--- src/rtl/bin2bcd_seq_if.sv ---
// Handshake and result bundle between the binary-to-BCD converter and its client.
// The master side issues start/bin and consumes the BCD result and status flags.
interface bin2bcd_seq_if #(
  parameter int unsigned IN_W = 27
);
  logic            start;
  logic [IN_W-1:0] bin;
  logic            busy;
  logic            done;
  logic [31:0]     bcd;
  logic            overflow;
  logic            display_en;

  modport master (
    output start, bin,
    input  busy, done, bcd, overflow, display_en
  );

  modport slave (
    input  start, bin,
    output busy, done, bcd, overflow, display_en
  );
endinterface

--- src/rtl/bin2bcd_seq.sv ---
// Sequential double-dabble converter: IN_W-bit unsigned binary to 8 packed BCD digits,
// one bit per clock, with start/busy/done handshake and saturation above MAX_VAL.
module bin2bcd_seq #(
  parameter int unsigned IN_W    = 27,
  parameter int unsigned MAX_VAL = 99999999
) (
  input logic          clk,
  input logic          rst_n,
  bin2bcd_seq_if.slave bus
);

  localparam int unsigned CW = $clog2(IN_W + 1);

  if (IN_W == 0 || IN_W > 27) begin : g_bad_in_w
    $error("bin2bcd_seq: IN_W must be in 1..27");
  end

  typedef enum logic [1:0] {
    S_IDLE,
    S_SHIFT,
    S_LOAD
  } state_t;

  state_t          state;
  logic [IN_W-1:0] binreg;
  logic [31:0]     scratch;
  logic [CW-1:0]   count;
  logic [CW-1:0]   count_nx;
  logic [30:0]     adj;
  logic            bin_over;
  logic            busy;
  logic            done;
  logic [31:0]     bcd;
  logic            overflow;
  logic            display_en;

  assign bus.busy       = busy;
  assign bus.done       = done;
  assign bus.bcd        = bcd;
  assign bus.overflow   = overflow;
  assign bus.display_en = display_en;

  // Zero-extended compare; for IN_W < 27 the input cannot reach MAX_VAL and this folds to 0.
  assign bin_over = 32'(bus.bin) > MAX_VAL;
  assign count_nx = count + CW'(1);

  // Top digit only needs its low 3 bits after adjust: its MSB is shifted out anyway.
  always_comb begin
    adj = scratch[30:0];
    for (int unsigned i = 0; i < 7; i++) begin
      if (scratch[i*4 +: 4] >= 4'd5) begin
        adj[i*4 +: 4] = scratch[i*4 +: 4] + 4'd3;
      end
    end
    if (scratch[31:28] >= 4'd5) begin
      adj[30:28] = scratch[30:28] + 3'd3;
    end
  end

  always_ff @(posedge clk or negedge rst_n) begin
    if (!rst_n) begin
      state      <= S_IDLE;
      binreg     <= '0;
      scratch    <= '0;
      count      <= '0;
      busy       <= 1'b0;
      done       <= 1'b0;
      bcd        <= '0;
      overflow   <= 1'b0;
      display_en <= 1'b0;
    end else begin
      done <= 1'b0;
      unique case (state)
        S_IDLE: begin
          if (bus.start) begin
            binreg   <= bus.bin;
            scratch  <= '0;
            count    <= '0;
            busy     <= 1'b1;
            overflow <= bin_over;
            state    <= S_SHIFT;
          end
        end
        S_SHIFT: begin
          scratch <= {adj, binreg[IN_W-1]};
          binreg  <= binreg << 1;
          count   <= count_nx;
          if (count_nx == CW'(IN_W)) begin
            state <= S_LOAD;
          end
        end
        S_LOAD: begin
          bcd        <= overflow ? 32'h9999_9999 : scratch;
          done       <= 1'b1;
          busy       <= 1'b0;
          display_en <= 1'b1;
          state      <= S_IDLE;
        end
        default: state <= S_IDLE;
      endcase
    end
  end

  logic scratch_bcd_ok;

  always_comb begin
    scratch_bcd_ok = 1'b1;
    for (int unsigned i = 0; i < 8; i++) begin
      if (scratch[i*4 +: 4] > 4'd9) begin
        scratch_bcd_ok = 1'b0;
      end
    end
  end

  a_scratch_bcd : assert property (@(posedge clk) disable iff (!rst_n) scratch_bcd_ok);

endmodule

--- src/flat_wrapper.sv ---
// flat-port wrapper written by rule: the top's interface ports become plain ports
module bin2bcd_seq_flat 
#(
  parameter int unsigned IN_W    = 27,
  parameter int unsigned MAX_VAL = 99999999
)
  (clk, rst_n, bus_start, bus_bin, bus_busy, bus_done, bus_bcd, bus_overflow, bus_display_en);
  bin2bcd_seq_if #(.IN_W(IN_W)) bus_i ();
  input logic clk;
  input logic rst_n;
  input wire logic [$bits(bus_i.start)-1:0] bus_start;
  input wire logic [$bits(bus_i.bin)-1:0] bus_bin;
  output wire logic [$bits(bus_i.busy)-1:0] bus_busy;
  output wire logic [$bits(bus_i.done)-1:0] bus_done;
  output wire logic [$bits(bus_i.bcd)-1:0] bus_bcd;
  output wire logic [$bits(bus_i.overflow)-1:0] bus_overflow;
  output wire logic [$bits(bus_i.display_en)-1:0] bus_display_en;
  assign bus_i.start = bus_start;
  assign bus_i.bin = bus_bin;
  assign bus_busy = bus_i.busy;
  assign bus_done = bus_i.done;
  assign bus_bcd = bus_i.bcd;
  assign bus_overflow = bus_i.overflow;
  assign bus_display_en = bus_i.display_en;
  bin2bcd_seq #(.IN_W(IN_W), .MAX_VAL(MAX_VAL)) u_core (.clk(clk), .rst_n(rst_n), .bus(bus_i));
endmodule
--- config.mk ---
export PLATFORM = sky130hd
export DESIGN_NAME = bin2bcd_seq_flat
export DESIGN_NICKNAME = d
export VERILOG_FILES = /design/src/rtl/bin2bcd_seq_if.sv /design/src/rtl/bin2bcd_seq.sv /design/src/flat_wrapper.sv
export SDC_FILE = /design/constraint.sdc
export NUM_CORES = 1
export LEC_CHECK = 0
export ABC_AREA = 1
export CORE_ASPECT_RATIO = 0.8
export CORE_MARGIN = 1.5
export CORE_UTILIZATION = 60
export DETAILED_ROUTE_END_ITERATION = 7
export DONT_BUFFER_PORTS = 1
export PLACE_DENSITY = 0.8
export SYNTH_ARGS = -nofsm -noshare
export SYNTH_HDL_FRONTEND = slang
export SYNTH_SLANG_ARGS = --single-unit
--- constraint.sdc ---
create_clock -name clk -period 1.6 [get_ports clk]
set_input_delay 0.32 -clock clk [delete_from_list [all_inputs] [get_ports clk]]
set_output_delay 0.32 -clock clk [all_outputs]
set_load 0.01 [all_outputs]
==> out/results.ini, run 1 <==
[status]
outcome = finished, violations left
violations = hold timing

[hold_path]
hold_path_class = input pin to async pin

[synthesis]
synth-async-reset-ratio = 1.000
synth_fp_nets = 603
seq_area_frac_synth = 0.5221
synth_edf_count = 0
synth.top_cells.by_area = dfrtp_1 (52%), o21ai_0 (8.2%), nand2_1 (6.4%)
yosysMostFrequentCell = dfrtp_1
yosysTopAreaCell = dfrtp_1
yosys_warnings = 0
yosys-top-cells-count = dfrtp_1 (102), nand2_1 (83), o21ai_0 (80)
syn-cell-area_um2 = 4888
synth-main-ff-cell = dfrtp_1
yosysUniqueCellTypes = 26
postSynthAreaPerCell_um2 = 8.808
synth_seq_cells = 102
synth_top_area_share = 0.5221
syn_inst = 555

[global_route]
gr-usage-all-layers = 0.2550
antenna_found_initial = 0
grt_pass1_wl_um = 17890
grt_pass1_vias = 3823
grt_max_degree = 103
overflow = 0

[routing]
routed_via_density = 5.815
drc = 0
top_layer = met4
wirelength_um = 10570
dr_total_vias = 3890
drtPass1Iterations = 5
drt_iter0_drc = 265
wl_per_cell_um = 15.80
met3WireLength_um = 636
ant_nets = 0
met2_length_um = 5136
wl_met1_um = 4567

[placed_design]
dpl_worst_slack_ns = 0.05471
numPortBuffers = 0
placed_cell_area_um2 = 4950
dp_hpwl_um = 6951
globalplace.congestion = 0.7979

[power_and_ir_drop]
swShare = 0.4084
pwr-share-seq = 0.397
pwr-share-clk = 0.185
pwr-share-comb = 0.418
p_sw_uw = 4318
p_int_uw = 6256
max-vdd-ir-drop_v = 0.0008415
power_density_nw_per_um2 = 2009
leakage_uw = 0.002471
p_total_uw = 10570

[floorplan]
rows = 29
die_h_um = 83.74
dieArea_um2 = 8701
initial_core_util = 0.6180
chipWidth_um = 103.9
core_area_um2 = 7910
ioPinCount = 66

[final_layout]
antenna_cells_inserted = 0
fin_nets = 604
drive_gt1_frac = 0.1052
area_growth_pct = 7.679
final_core_util = 0.6655
design_area_um2 = 5264

[cts]
path_clk_slew_ns = 0.10
cts.sinks = 102
cts_max_path_buffers = 2
clk-insertion-delay-late_ns = 0.37
cts_tree = yes
h-tree-depth = 3
cts_buffers = 9
root_buffer = clkbuf_8

[job]
maxCapViolations = 0

[worst_setup_path]
critPathArrivalTime_ns = 1.80
crit_path_end_kind = flip-flop
reg2reg_slack_ns = 0.04
startpoint_type = flip-flop
path_class = flip-flop to flip-flop
cp.required_ns = 1.83
critPathMaxFanout = 5

[timing]
timing.hold.ws_ns = -0.3636
clock.fmax_mhz = 639.0
hold_violations = 102
final.setup.worst_slack_ns = 0.03510
timing.final.max_slew_violations = 0
fin_crit_ns = 1.565
timing.slew.headroom = 0.6290
max_slew.worst_pin.slew_ns = 0.5556
finalSetupViolCount = 0
period_share = 0.9781
finClkSkew_ns = 0.01336

routing by layer:
| metal | track usage | vias up |
|---|---|---|
| met5 | 0 | - |
| li1 | - | 1877 |
| met1 | 0.3298 | 1862 |
| met2 | 0.4238 | 129 |
| met3 | 0.06011 | 22 |
| met4 | 0.08965 | 0 |
cells by family (layout without fill, tap and decap cells):
logic type,count (synthesis),count (layout),synth area share
compound gates,172,172,0.1920
xor+xnor,10,10,0.01792
fa+ha+maj,18,18,0.04607
buf+inv,75,81,0.06808
flops,102,102,0.5221
simple gates,178,178,0.1538
critical path: stages, from the launching register on:
cell and delay (ns):
dfrtp_1 0.43, inv_1 0.10, ha_1 0.21, or2_2 0.32, nand2_2 0.11, a21oi_1 0.06
o21ai_0 0.08, o21ai_0 0.13
final timing paths:
kind | start | to | cells past startpoint
max | u_core.scratch[24] | u_core.scratch[25] | 7
min | rst_n | u_core.binreg[14] | 0
max reg2reg | u_core.scratch[24] | u_core.scratch[25] | 7
min reg2reg | u_core.binreg[0] | u_core.binreg[0] | 2
max in group asynchronous | rst_n | u_core.binreg[24] | 0
min in group clk | bus_bin[0] | u_core.binreg[0] | 2
metrics by stage:
step / TNS [ns] / cells
after floorplan: 0 / 555
after global placement: 0 / 646
after detailed placement: 0 / 646
after CTS: 0 / 663
after global routing: -0.1014 / 669
final: 0 / 669
cell type report:
| class | count | area (µm²) |
|---|---|---|
| sequential | 102 | 2552 |
| clock buffer | 9 | 123.9 |
| fill | 650 | 2646 |
| timing repair buffer | 18 | 135.1 |
| tap | 108 | 135.1 |
| inverter | 47 | 176.4 |
| multi-input combinational | 378 | 2021 |
| clock inverter | 7 | 120.1 |
layout by cell type, fill, tap and decap left out, types with 6 or more instances in the layout:
cell and instances:
nand2_1 76, inv_1 42, o31ai_1 16, nand2_2 9
o21ai_0 77, buf_4 18, xor2_1 9, dfrtp_1 102
or2_2 9, nor2_1 54, nor3_1 6, clkbuf_8 9
nand3_1 17, a21oi_1 45, o22ai_1 12, a31oi_1 16
ha_1 18
power groups by stage:
stage / clock, µW / combinational [µW] / sequential [µW]
after global routing: 2080 / 5080 / 4310
after global placement: 0 / 3900 / 4200
after detailed placement: 0 / 4140 / 4240
after CTS: 1980 / 4200 / 4190
after floorplan: 0 / 3340 / 4090
final: 1960 / 4420 / 4200
flip-flops by register name, summed over array words and instances, names as in the netlist:
signal	cells
u_core.bus.display_en	1
u_core.bus.bcd	32
u_core.state	2
u_core.bus.overflow	1
u_core.bus.busy	1
u_core.count	5
u_core.binreg	27
u_core.scratch	32
u_core.bus.done	1
repair_timing:
item	4_1_cts	5_1_grt
setup endpoints to repair	1	16
endpoints found under the hold margin	102	102
gates resized for setup	0	11
buffers inserted	1	6
(Power assumes the default switching activity.)
==> run 2, diff against run 1 <==
Settings changed: HOLD_SLACK_MARGIN set to 0.08, REMOVE_ABC_BUFFERS set to 1, SLEW_MARGIN set to 20.
==> run 2 against run 1 <==
  * The flow still finishes with violations (hold timing)
  * Fmax increased by 3.5%
  * Via count increased by 1.4%
  * Clock power decreased by 24%
  * Wire length decreased by 0.69%
  * Hold slack got worse by 0.012 ns
  * Combinational power increased by 3%
  * Clock-buffer cell count increased by 1
  * Core utilization decreased by 0.24 points
  * Highest routed layer unchanged
==> out/results.ini, run 2 (synthesis gave the netlist of run 1 again) <==
[status]
outcome = finished, violations left
violations = hold timing

[timing]
timing.final.max_slew_violations = 0  ; unchanged
finalSetupViolCount = 0  ; unchanged
timing.hold.ws_ns = -0.3754  ; -0.01172 ns
hold_violations = 102  ; unchanged
max_slew.worst_pin.slew_ns = 0.6099  ; +0.05430 ns
finClkSkew_ns = 0.01276  ; -0.0006043 ns
fin_crit_ns = 1.512  ; -0.05265 ns
clock.fmax_mhz = 661.3  ; +3.5%
rsz0062_at_grt = no
timing.slew.headroom = 0.5929  ; -0.03611
period_share = 0.9452  ; -0.03291

[worst_setup_path]
worstReg2RegStart = u_core.scratch[5]
reg2reg_slack_ns = 0.09  ; +0.05 ns
critical_path.endpoint = u_core.scratch[6]
reg2regPathDepth = 7  ; unchanged
critPathArrivalTime_ns = 1.76  ; -0.04 ns
startpoint_type = flip-flop
crit_path_end_kind = flip-flop
timing.rr.end = u_core.scratch[6]
cp.required_ns = 1.85  ; +0.02 ns
startpoint = u_core.scratch[5]
path_class = flip-flop to flip-flop
critPathMaxFanout = 5  ; unchanged

[placed_design]
placed_cell_area_um2 = 4980  ; +0.61%
globalplace.congestion = 0.8222  ; +3.0%
numPortBuffers = 0  ; unchanged
dp_hpwl_um = 6900  ; -0.73%

[final_layout]
final_common_cell = dfrtp_1
top_regs = u_core.bus.bcd x32, u_core.scratch x32, u_core.binreg x27
antenna_cells_inserted = 0  ; unchanged
fillCellCount = 635  ; -2.3%
drive_gt1_frac = 0.1014  ; -0.003746
area_growth_pct = 7.295
layout_common_cells = dfrtp_1 (102), o21ai_0 (77), nand2_1 (76)
fin_nets = 605  ; +0.17%
design_area_um2 = 5245  ; -0.36%
final_core_util = 0.6631  ; -0.002373

[hold_path]
hold_path_class = input pin to async pin

[cts]
h-tree-depth = 3  ; unchanged
cts_tree = yes
clk-insertion-delay-late_ns = 0.37  ; about the same
root_buffer = clkbuf_8
cts_max_path_buffers = 2  ; unchanged
cts_buffers = 9  ; unchanged
path_clk_slew_ns = 0.11  ; about the same
cts.sinks = 102  ; unchanged
cts_hold_buf = 1

[floorplan]
initial_core_util = 0.6180  ; unchanged
die_h_um = 83.74  ; unchanged
rows = 29  ; unchanged
chipWidth_um = 103.9  ; unchanged
core_area_um2 = 7910  ; unchanged
dieArea_um2 = 8701  ; unchanged
ioPinCount = 66  ; unchanged

[global_route]
grt_pass1_wl_um = 17380  ; -2.9%
gr-usage-all-layers = 0.2462  ; -0.008858
antenna_found_initial = 0  ; unchanged
grt_pass1_vias = 3781  ; -1.1%
overflow = 0  ; unchanged
grt_max_degree = 103  ; unchanged

[routing]
wirelength_um = 10500  ; -0.69%
wl_per_cell_um = 15.67  ; -0.84%
drtPass1Iterations = 5  ; unchanged
ant_nets = 0  ; unchanged
routed_via_density = 5.890  ; +1.3%
drt_iter0_drc = 289  ; +9.1%
drc = 0  ; unchanged
dr_total_vias = 3946  ; +1.4%

[power_and_ir_drop]
power_density_nw_per_um2 = 1946  ; -3.1%
leakage_uw = 0.002445  ; -1.1%
max-vdd-ir-drop_v = 0.0008055  ; -4.3%

[job]
maxCapViolations = 0  ; unchanged

## run 2: changes by cell type in the layout (fill, tap and decap cells not counted), moves of 2 or more
cell / before / now
bufinv_16: 3 / 0
clkinvlp_4: 1 / 3
buf_12: 0 / 3
buf_4: 18 / 15
## run 2: layout make-up
type	instances	area, µm²	share of cell area
Timing Repair Buffer	19	182.7	0.03483
Sequential cell	102	2552	0.4866
Inverter	47	176.4	0.03364
Tap cell	108	135.1	0.02576
Clock inverter	6	45.04	0.008588
Multi-Input combinational cell	378	2026	0.3862
Clock buffer	10	127.6	0.02433
## run 2: worst max-delay path, stage by stage, from the launching register on
cell and delay [ns]:
dfrtp_1 0.38, inv_1 0.10, ha_1 0.20, or2_2 0.33, nand2_4 0.10, a21oi_1 0.07, o21ai_0 0.10, o21ai_0 0.11
## run 2: worst min path at each step
| stage | startpoint | end | slack, ns | cells after the start |
|---|---|---|---|---|
| after CTS | rst_n | u_core.bus.display_en | -0.38 | 0 |
| after global placement | rst_n | u_core.bus.display_en | 0.03 | 0 |
| after global routing | rst_n | u_core.bus.display_en | -0.40 | 0 |
| after floorplan | rst_n | u_core.binreg[0] | 0.02 | 0 |
| after detailed placement | rst_n | u_core.bus.display_en | 0.03 | 0 |
| final | rst_n | u_core.bus.bcd[11] | -0.38 | 0 |
## run 2: per-stage QoR
stage / setup slack, ns / hold slack (ns) / total power (µW) / TNS, ns / instances
after floorplan: -0.6997 / 0.02441 / 7189 / -42.06 / 527
after global placement: 0.1069 / 0.02645 / 8160 / 0 / 645
after detailed placement: 0.004366 / 0.02647 / 8480 / 0 / 645
after CTS: 0.02837 / -0.3791 / 10010 / 0 / 664
after global routing: 0.005237 / -0.3953 / 11020 / 0 / 670
final: 0.08775 / -0.3754 / 10210 / 0 / 670
## run 2: timing repair
| action | 4_1_cts | 5_1_grt |
|---|---|---|
| endpoints found under the setup margin | 2 | 16 |
| setup buffers | 2 | 6 |
| gates resized for setup | 0 | 11 |
| endpoints found under the hold margin | 103 | 102 |
## run 2: routing by layer
metal / vias up / share of wire / track usage
met5: - / 0 / 0
met4: 0 / 0.0081 / 0.05051
met3: 10 / 0.074 / 0.07572
met2: 126 / 0.47 / 0.3949
met1: 1924 / 0.45 / 0.3339
li1: 1886 / - / -
## run 2: report_power, final
| group | switching [µW] | leakage [µW] | internal, µW |
|---|---|---|---|
| Combinational | 2790 | 0.00113 | 1760 |
| Sequential | 651 | 0.00123 | 3530 |
| Clock | 901 | 0.0000793 | 575 |
==> RTL edit: new RTL, config.mk and constraints of run 1 <==
`IN_W` is set to 27 in 3 places; all go to 19. Comments in the files are not updated.
--- a/src/rtl/bin2bcd_seq_if.sv
+++ b/src/rtl/bin2bcd_seq_if.sv
@@ -2,5 +2,5 @@
 // The master side issues start/bin and consumes the BCD result and status flags.
 interface bin2bcd_seq_if #(
-  parameter int unsigned IN_W = 27
+  parameter int unsigned IN_W = 19
 );
   logic            start;
--- a/src/rtl/bin2bcd_seq.sv
+++ b/src/rtl/bin2bcd_seq.sv
@@ -2,5 +2,5 @@
 // one bit per clock, with start/busy/done handshake and saturation above MAX_VAL.
 module bin2bcd_seq #(
-  parameter int unsigned IN_W    = 27,
+  parameter int unsigned IN_W    = 19,
   parameter int unsigned MAX_VAL = 99999999
 ) (
--- a/src/flat_wrapper.sv
+++ b/src/flat_wrapper.sv
@@ -2,5 +2,5 @@
 module bin2bcd_seq_flat 
 #(
-  parameter int unsigned IN_W    = 27,
+  parameter int unsigned IN_W    = 19,
   parameter int unsigned MAX_VAL = 99999999
 )
Interface: changed (resized bus_bin); port bits go from 66 to 58. No check against the original RTL was run, so the function may have changed too.
==> RTL edit against run 1 <==
  * Total power about the same
  * Count of clock-buffer cells in the layout increased by 1
  * Fmax increased by 9.8%
  * Global-route usage decreased by 3.5 points
  * Sequential cell count decreased by 9
  * Final cell count decreased by 6.7%
  * The run still ends with negative hold slack left
  * Wire length decreased by 21%
  * Clock skew decreased by 0.0013 ns
  * Area after synthesis decreased by 6.9%
  * Design area decreased by 9.8%
  * Non-clock buffer count decreased by 12
  * Worst setup slack improved by 0.14 ns
  * Hold slack got worse by 0.0043 ns
==> RTL edit: results (changes against run 1) <==
- Status: complete, but fails checks
- Port Buf Inserts: 0 (unchanged)
- H-Tree Level Count: 3 (unchanged)
- Total vias in the final route: 3392 (-13%)
- First-iteration detailed-routing DRC count: 176 (-34%)
- Max FO, Critical Path: 5 (unchanged)
- Clk Latency, worst-skew pair: 0.37 ns (about the same)
- Placed Cells: 608 (-5.9%)
- Hold WS: -0.368 ns (-0.00434 ns)
- Prevailing post-synth register cell: dfrtp_1
- Drt total wl: 8340 µm (-21%)
- Skew final: 0.0120 ns (-0.00134 ns)
- Number of global-route vias before repair: 3161 (-17%)
- Mapped Nets: 574 (-4.8%)
- Final hold vios: 93 (-8.8%)
- RePlAce Congestion: 0.806 (+1.0%)
- Failing checks: negative hold slack
- Static Leakage: 0.00240 µW (-3.0%)
- Cells after synthesis: 534 (-3.8%)
- Ant diodes: 0 (unchanged)
- Post-synthesis sequential area ratio: 0.511 (-0.0107)
- Non-Filler Instances: 624 (-6.7%)
- Synth cell types: 25 (-3.8%)
- Top cells by count, synth: nand2_1, dfrtp_1, o21ai_1
- Slew headroom: 0.556 (-0.0735)
- CTS buffer count: 9 (unchanged)
- # Max-Cap Violations: 0 (unchanged)
- Yosys warning total: 0 (unchanged)
- Hold Crit Class: in -> async
- Clock buffer depth: 2 (unchanged)
- First-pass GRT wire length: 13900 µm (-22%)
- Placed cell area: 4560 µm² (-7.8%)
- Tot GR Track Use: 0.221 (-0.0345)
- DP HPWL: 5540 µm (-20%)
- Dpl ws: 0.198 ns (+0.143 ns)
- Largest regs: u_core.bus.bcd x32, u_core.scratch x32, u_core.binreg x19
- Share of layout cells above drive strength 1: 0.103 (-0.00217)
- Synth area leaders: dfrtp_1, nand2_1, o21ai_1, ha_1, o21ai_2
- CTS resizes: 0 (unchanged)
- Peak VDD IR: 0.00107 V (+27%)
- Largest net degree at the start of global routing: 94 (-8.7%)
- Post-CTS Setup Bufs: 0 (-1)
- Internal Power: 5870 µW (-6.1%)
- Root buffer cell: clkbuf_8
- First-pass iteration count of the detailed router: 6 (+1)
RTL edit: cell count changes in the layout (fill, tap and decap cells not counted), sizes merged, moves of 12 or more:
cell and delta:
nand2 +84, a21oi -44, nor2 -21, o21ai +18, a31oi -16, o31ai -16, buf -12
RTL edit: metal layers:
metal  vias up  share of wire  GRT usage
met1      1601           0.45      0.266
met5         -              0          0
met4         0          0.016     0.0831
met2        72           0.48      0.372
met3        14          0.053     0.0723
li1       1705              -          -
RTL edit: worst paths after layout:
kind / slack (ns) / end / startpoint / depth (start not counted)
setup / recovery: 0.17 / u_core.scratch[26] / u_core.scratch[24] / 8
hold / removal: -0.37 / u_core.bus.bcd[9] / rst_n / 0
setup reg to reg: 0.17 / u_core.scratch[26] / u_core.scratch[24] / 8
hold reg to reg: 0.49 / u_core.binreg[8] / u_core.binreg[8] / 2
max in group asynchronous: 1.79 / u_core.bus.display_en / rst_n / 0
min in group clk: 0.09 / u_core.binreg[0] / bus_bin[0] / 2
RTL edit: kinds of logic (layout without fill, tap and decap cells):
logic type,count (synthesis),in the layout,share of synthesized area
AND/OR/NAND/NOR,243,243,0.219
AO/OA/AOI/OAI,105,105,0.136
flip-flops,93,93,0.511
buffers and inverters,74,74,0.0836
adder cells (fa/ha/maj),18,18,0.0495
other,1,1,0.000824
RTL edit: stage by stage:
stage | power, µW | utilization
final | 10600 | 0.645
after global routing | 11600 | 0.645
after CTS | 10700 | 0.645
after detailed placement | 9170 | 0.620
after global placement | 8840 | 0.620
after floorplan | 8170 | -
RTL edit: power by group through the flow:
stage | Clock, µW | Sequential, µW | Combinational [µW]
final | 1460 | 4600 | 4510
after global routing | 1600 | 4780 | 5250
after CTS | 1510 | 4600 | 4550
after detailed placement | 0 | 4630 | 4530
after global placement | 0 | 4600 | 4250
after floorplan | 0 | 4410 | 3760
RTL edit: layout make-up:
class,count,area [µm²]
clock buffer,10,138
timing repair buffer,6,82.6
tap,90,113
inverter,52,198
fill,618,2610
multi-input combinational,367,1840
clock inverter,6,46.3
sequential,93,2330
RTL edit: critical path, cell delays in order (launching register included):
cell and delay, ns:
dfrtp_1 0.45, inv_1 0.13, ha_1 0.19, inv_1 0.05
nand2_1 0.07, nand3_1 0.16, nand2_1 0.10, nand2_1 0.05
o21ai_1 0.13
